$ cat src/rtl/range_sel_pkg.sv
// Shared types and helpers for the range selector: mode enum, lowest-set-bit
// encoder and multiple-hit detector over a match vector of up to MAX_CH bits.
package range_sel_pkg;

    typedef enum logic {
        SEL_PRIORITY = 1'b0,
        SEL_UNIQUE   = 1'b1
    } sel_mode_e;

    localparam int MAX_CH = 16;

    function automatic logic [3:0] onehot_lsb(input logic [MAX_CH-1:0] m);
        logic [3:0] idx;
        idx = '0;
        for (int i = MAX_CH - 1; i >= 0; i--) begin
            if (m[i]) begin
                idx = 4'(i);
            end
        end
        return idx;
    endfunction

    // Clearing the lowest set bit leaves something only if a second bit was set.
    function automatic logic popcnt_gt1(input logic [MAX_CH-1:0] m);
        return (m & (m - MAX_CH'(1))) != '0;
    endfunction

endpackage

$ cat src/rtl/range_match.sv
// Inclusive unsigned range comparator for one channel; purely combinational.
// An inverted range (lo > hi) can never satisfy both compares, so it never matches.
module range_match #(
    parameter int SEL_W = 3
) (
    input  logic [SEL_W-1:0] i_sel,
    input  logic [SEL_W-1:0] i_lo,
    input  logic [SEL_W-1:0] i_hi,
    output logic             o_match
);

    assign o_match = (i_lo <= i_sel) && (i_sel <= i_hi);

endmodule

$ cat src/rtl/range_sel_unique.sv
// Registered N-channel range selector with runtime overlap/no-match reporting; RANGE_SEL_ASSERT_EN adds checks.
// Latency 1 from accept; in_ready = !out_valid || out_ready, result held until out_ready.
module range_sel_unique
    import range_sel_pkg::*;
#(
    parameter int N           = 4,
    parameter int SEL_W       = 3,
    parameter int DW          = 8,
    parameter int CNT_W       = 8,
    parameter int UNIQUE_MODE = 1
) (
    input  logic                   clk,
    input  logic                   rst_n,
    input  logic                   in_valid,
    output logic                   in_ready,
    input  logic [SEL_W-1:0]       sel,
    input  logic [N*SEL_W-1:0]     lo_bounds,
    input  logic [N*SEL_W-1:0]     hi_bounds,
    input  logic [N*DW-1:0]        data_in,
    input  logic [DW-1:0]          default_data,
    output logic                   out_valid,
    input  logic                   out_ready,
    output logic [DW-1:0]          out_data,
    output logic [$clog2(N)-1:0]   out_idx,
    output logic                   out_hit,
    output logic                   err_overlap,
    output logic                   err_nomatch,
    output logic [CNT_W-1:0]       overlap_cnt,
    input  logic                   clr_err
);

    localparam int        IDX_W = $clog2(N);
    localparam sel_mode_e MODE  = (UNIQUE_MODE != 0) ? SEL_UNIQUE : SEL_PRIORITY;

    logic [N-1:0]      w_m;
    logic [MAX_CH-1:0] w_m_ext;
    logic [IDX_W-1:0]  w_idx;
    logic [DW-1:0]     w_sel_data;
    logic              w_hit;
    logic              w_ovl;
    logic              w_acc;

    logic              r_valid;
    logic [DW-1:0]     r_data;
    logic [IDX_W-1:0]  r_idx;
    logic              r_hit;
    logic              r_err_ovl;
    logic              r_err_nm;
    logic [CNT_W-1:0]  r_cnt;

    for (genvar g = 0; g < N; g++) begin : g_ch
        range_match #(.SEL_W(SEL_W)) u_match (
            .i_sel   (sel),
            .i_lo    (lo_bounds[g*SEL_W +: SEL_W]),
            .i_hi    (hi_bounds[g*SEL_W +: SEL_W]),
            .o_match (w_m[g])
        );
    end

    always_comb begin
        w_m_ext        = '0;
        w_m_ext[N-1:0] = w_m;
    end

    // Scanning down means the lowest matching channel is written last and wins.
    always_comb begin
        w_sel_data = default_data;
        for (int i = N - 1; i >= 0; i--) begin
            if (w_m[i]) begin
                w_sel_data = data_in[i*DW +: DW];
            end
        end
    end

    assign w_idx    = IDX_W'(onehot_lsb(w_m_ext));
    assign w_hit    = |w_m;
    assign w_ovl    = (MODE == SEL_UNIQUE) && popcnt_gt1(w_m_ext);
    assign in_ready = !r_valid || out_ready;
    assign w_acc    = in_valid && in_ready;

    always_ff @(posedge clk or negedge rst_n) begin
        if (!rst_n) begin
            r_valid <= 1'b0;
            r_data  <= '0;
            r_idx   <= '0;
            r_hit   <= 1'b0;
        end else if (w_acc) begin
            r_valid <= 1'b1;
            r_data  <= w_sel_data;
            r_idx   <= w_hit ? w_idx : '0;
            r_hit   <= w_hit;
        end else if (out_ready) begin
            r_valid <= 1'b0;
        end
    end

    always_ff @(posedge clk or negedge rst_n) begin
        if (!rst_n) begin
            r_err_ovl <= 1'b0;
            r_err_nm  <= 1'b0;
            r_cnt     <= '0;
        end else if (clr_err) begin
            r_err_ovl <= 1'b0;
            r_err_nm  <= 1'b0;
            r_cnt     <= '0;
        end else if (w_acc) begin
            if (!w_hit) begin
                r_err_nm <= 1'b1;
            end
            if (w_ovl) begin
                r_err_ovl <= 1'b1;
                if (r_cnt != '1) begin
                    r_cnt <= r_cnt + 1'b1;
                end
            end
        end
    end

    assign out_valid   = r_valid;
    assign out_data    = r_data;
    assign out_idx     = r_idx;
    assign out_hit     = r_hit;
    assign err_overlap = r_err_ovl;
    assign err_nomatch = r_err_nm;
    assign overlap_cnt = r_cnt;

`ifdef RANGE_SEL_ASSERT_EN
    always_ff @(posedge clk) begin
        if (rst_n && w_acc) begin
            a_no_overlap: assert (!w_ovl) else $warning("overlap sel=%0d m=%b", sel, w_m);
        end
    end

    a_out_stable: assert property (@(posedge clk) disable iff (!rst_n)
        (out_valid && !out_ready) |=> $stable(out_data));
`else
`endif

endmodule

$ cat config.mk
export PLATFORM = sky130hd
export DESIGN_NAME = range_sel_unique
export DESIGN_NICKNAME = d
export VERILOG_FILES = /design/src/rtl/range_sel_pkg.sv /design/src/rtl/range_match.sv /design/src/rtl/range_sel_unique.sv
export SDC_FILE = /design/constraint.sdc
export NUM_CORES = 1
export LEC_CHECK = 0
export BUFFER_PORTS_ARGS = -buffer_cell sky130_fd_sc_hd__buf_2
export CAP_MARGIN = 10
export CELL_PAD_IN_SITES_DETAIL_PLACEMENT = 1
export CELL_PAD_IN_SITES_GLOBAL_PLACEMENT = 2
export CORE_UTILIZATION = 27
export CTS_CLUSTER_SIZE = 14
export DETAILED_ROUTE_END_ITERATION = 10
export HOLD_SLACK_MARGIN = 0.12
export PLACE_DENSITY = 0.83
export SLEW_MARGIN = 20
export SYNTH_ARGS = -nofsm -noshare
export SYNTH_HDL_FRONTEND = slang
export SYNTH_SLANG_ARGS = --single-unit
$ cat constraint.sdc
create_clock -name clk -period 3.3 [get_ports clk]
set_input_delay 0.165 -clock clk [delete_from_list [all_inputs] [get_ports clk]]
set_output_delay 0.165 -clock clk [all_outputs]
set_load 0.01 [all_outputs]
==> summary.md <==
| Metric | Value |
|---|---|
| Die area | `7393 µm²` |
| Layout cell share with drive strength beyond 1 | `36.45%` |
| Switching Share | `35.72%` |
| Leakage Power | `1.356 nW` |
| Setup ws final | `1.007 ns` |
| Met1 Usage GRT | `21.16%` |
| Via Count | `1,943` |
| Synth unique cells | `34` |
| Core Util, Final | `37.35%` |
| Cell taking the most area after synthesis | `dfrtp_1` |
| I/O pin count | `95` |
| Status | `finished, final reports clean` |
| Routability congestion estimate | `0.7375` |
| Cts bufs inserted | `3` |
| Tot Pwr | `926.0 µW` |
| Setup CP Type | `in2reg` |
| DP HPWL | `4717 µm` |
| Avg Inst Size Synth | `8.776 µm²` |
| GRT Total Usage | `15.73%` |
| Crit path cell chain | `buf_2, inv_1, ha_1, a211oi_1, o22a_2, maj3_4, o211ai_2, o31a_2, o21ba_1` |
| H-tree levels | `1` |
| Die X | `85.98 µm` |
| Arr. time, crit path | `2.45 ns` |
| Top post-synthesis cells by count | `ha_1 (25), inv_1 (24), dfrtp_1 (22)` |
| Slew Limit Headroom | `61.37%` |
| Sequential-to-total area share from yosys stat | `28.91%` |
| GR Layer Usage met3 | `1.347%` |
| Number of antenna violations at the first check in global routing | `0` |
| # rows | `30` |
| Largest net degree at the start of global routing | `23` |
| Area share of the largest cell type after synthesis | `28.91%` |
| Drt wl/cell | `14.38 µm` |
| Vias in the first global route | `1,958` |
| HP Class | `in2reg` |
| Mapped Area | `1904 µm²` |
| Global route overflow | `0` |
| Fin nets | `408` |
| Area Growth Syn to Fin | `33.25%` |
| Logic pwr share | `43.2%` |
| Ant diodes | `0` |
| Final design instance area without fill | `2537 µm²` |
| Slowest-stage cell, CP | `o31a_2` |
| Ys Warns | `0` |
| Synthesized netlist cell count | `217` |
| Final ANT Viol Nets | `0` |
| Die H | `85.98 µm` |
| Clk pwr share | `21.0%` |
| Final Cycle Share | `69.48%` |
| Setup_tns | `0 ns` |
| Met2 track demand over resource | `26.98%` |
| Placed Area | `2472 µm²` |
| I/O Buffers | `94` |
| Core area | `6794 µm²` |
| Worst skew pair latency | `0.26 ns` |
| Delay-heaviest family, CP | `compound AO/OA/AOI/OAI gates` |
| RSZ-0062 raised after global routing | `false` |
| Flop pwr share | `35.8%` |
| Crit path max fanout | `21` |
| Flops & latches, synth | `22` |
| Internal Dissipation | `595.2 µW` |
| Final Non-Filler Cells | `406` |
| Worst vdd ir | `0.0002825 V` |
| F_max | `436.1 MHz` |
| DP Worst Slack | `0.7216 ns` |
| CP Data Required Time | `3.46 ns` |
| Router iterations before antenna repair | `4` |
| Final min period | `2.293 ns` |
| Psw | `330.8 µW` |
| Detailed-route DRC error count | `0` |
| Most Used Layer, Global Route | `met2` |
| Final hold slack | `0.2087 ns` |
| Max-slew violation count | `0` |
| Cells after DPL | `401` |
| Crit end category | `register` |
| Root Buffer | `clkbuf_8` |
| Setup violators final | `0` |
| Delay of the slowest critical-path stage | `0.41 ns` |
| DR iter-0 viols | `21` |
| Ys async rst share | `100.0%` |
| Max clock buf depth | `2` |
| Via-per-instance ratio | `4.786` |
| EDFF count, synth | `0` |
| Worst Tran Pin Value | `0.5777 ns` |
| Cts repair resizes | `0` |
| Clock skew | `0.002321 ns` |
| Reg clk slew, reported paths | `0.08 ns` |
| CTS tree | `done` |
| Hold Vio Cnt, Final | `0` |
| Top post-synthesis cells by area | `dfrtp_1 (29%), ha_1 (16%), mux2i_1 (8.9%)` |
| Clock sinks | `22` |
| Post-CTS setup buffer count | `0` |
| Power density cells | `365.0 nW/µm²` |
| Max Cap Viol | `0` |
| Bufs and invs on worst path | `2` |
| Worst Setup Start Kind | `input port` |
| Syn_nets | `314` |
| Starting Density | `28.03%` |
| Count leader, synth | `ha_1` |
| First-pass GRT wire length | `9315 µm` |
| Drt total wl | `5837 µm` |
| Synth Flop Type | `dfrtp_1` |
registers in the layout (all words and copies together), names as in the netlist:
register / count
overlap_cnt: 8
out_data: 8
out_hit: 1
out_valid: 1
err_overlap: 1
err_nomatch: 1
out_idx: 2
power by group through the flow:
stage | clock (mW) | combinational (mW) | sequential, mW
final | 0.194 | 0.400 | 0.332
after global routing | 0.213 | 0.446 | 0.337
after CTS | 0.199 | 0.406 | 0.332
after detailed placement | 0 | 0.403 | 0.337
after global placement | 0 | 0.394 | 0.336
after floorplan | 0 | 0.231 | 0.355
cell families after synthesis:
family | synth area share (%)
muxes | 8.935
xor gates and xnor gates | 0.4600
buffers and inverters | 7.490
and+or+nand+nor | 13.40
DFF | 28.91
adders and majority gates | 17.15
AOI/OAI and AO/OA | 23.65
final cells by class:
| type | instances | area, µm² |
|---|---|---|
| inverter | 24 | 90.09 |
| timing repair buffer | 99 | 510.5 |
| tap | 96 | 120.1 |
| multi-input combinational | 161 | 1211 |
| fill | 868 | 4257 |
| sequential | 22 | 550.5 |
| clock buffer | 4 | 55.05 |
worst register-to-register path: stages, from the launching register on:
cell and delay (ns):
dfrtp_1 0.43, and3_1 0.20, and2_1 0.18, a41oi_1 0.24
o211ai_2 0.29, o31a_2 0.41, o21ba_1 0.18
final timing paths:
path                                startpoint              to  slack [ns]  cells after the start
worst max-delay path                    sel[1]  overlap_cnt[5]        1.01                      9
worst min-delay path                   clr_err  overlap_cnt[4]        0.21                      2
worst max register to register  overlap_cnt[3]  overlap_cnt[5]        1.27                      6
worst min register to register      out_idx[1]      out_idx[1]        0.49                      2
max in group asynchronous                rst_n     err_overlap        2.56                      2
min in group asynchronous                rst_n     out_data[7]        0.39                      2
metal layers:
| layer | share of wire (%) | routed length (µm) |
|---|---|---|
| met5 | 0 | 0 |
| met4 | 1.7 | 97 |
| met2 | 49 | 2881 |
| met1 | 45 | 2651 |
| met3 | 3.5 | 206 |
timing repair:
action	CTS	global route
endpoints found under the hold margin	22	0
endpoints found under the setup margin	0	0
hold buffers	1	0
placed cells by master (no fill, tap or decap):
master | synthesis | routed
nor3_1 | 1 | 1
o41ai_1 | 2 | 2
nand2_1 | 11 | 11
o21ai_0 | 21 | 21
nand3_1 | 11 | 11
o22ai_1 | 2 | 2
buf_4 | 0 | 4
ha_1 | 25 | 25
or3_1 | 6 | 6
o22a_2 | 4 | 4
o21ai_1 | 1 | 1
a211oi_1 | 12 | 12
xor2_1 | 1 | 1
a211oi_2 | 4 | 4
nor2_1 | 6 | 6
a21oi_1 | 16 | 16
maj3_4 | 1 | 1
and2_1 | 1 | 1
a22o_1 | 1 | 1
dlygate4sd3_1 | 0 | 1
nand4_1 | 1 | 1
dfrtp_1 | 22 | 22
clkbuf_8 | 0 | 4
o211ai_2 | 1 | 1
a41oi_1 | 1 | 1
nor4_1 | 1 | 1
inv_1 | 24 | 24
o31a_2 | 1 | 1
nand2b_1 | 3 | 3
mux2i_1 | 17 | 17
o21ba_1 | 1 | 1
and3_1 | 9 | 9
buf_2 | 2 | 94
Power figures use the tool's default switching activity.
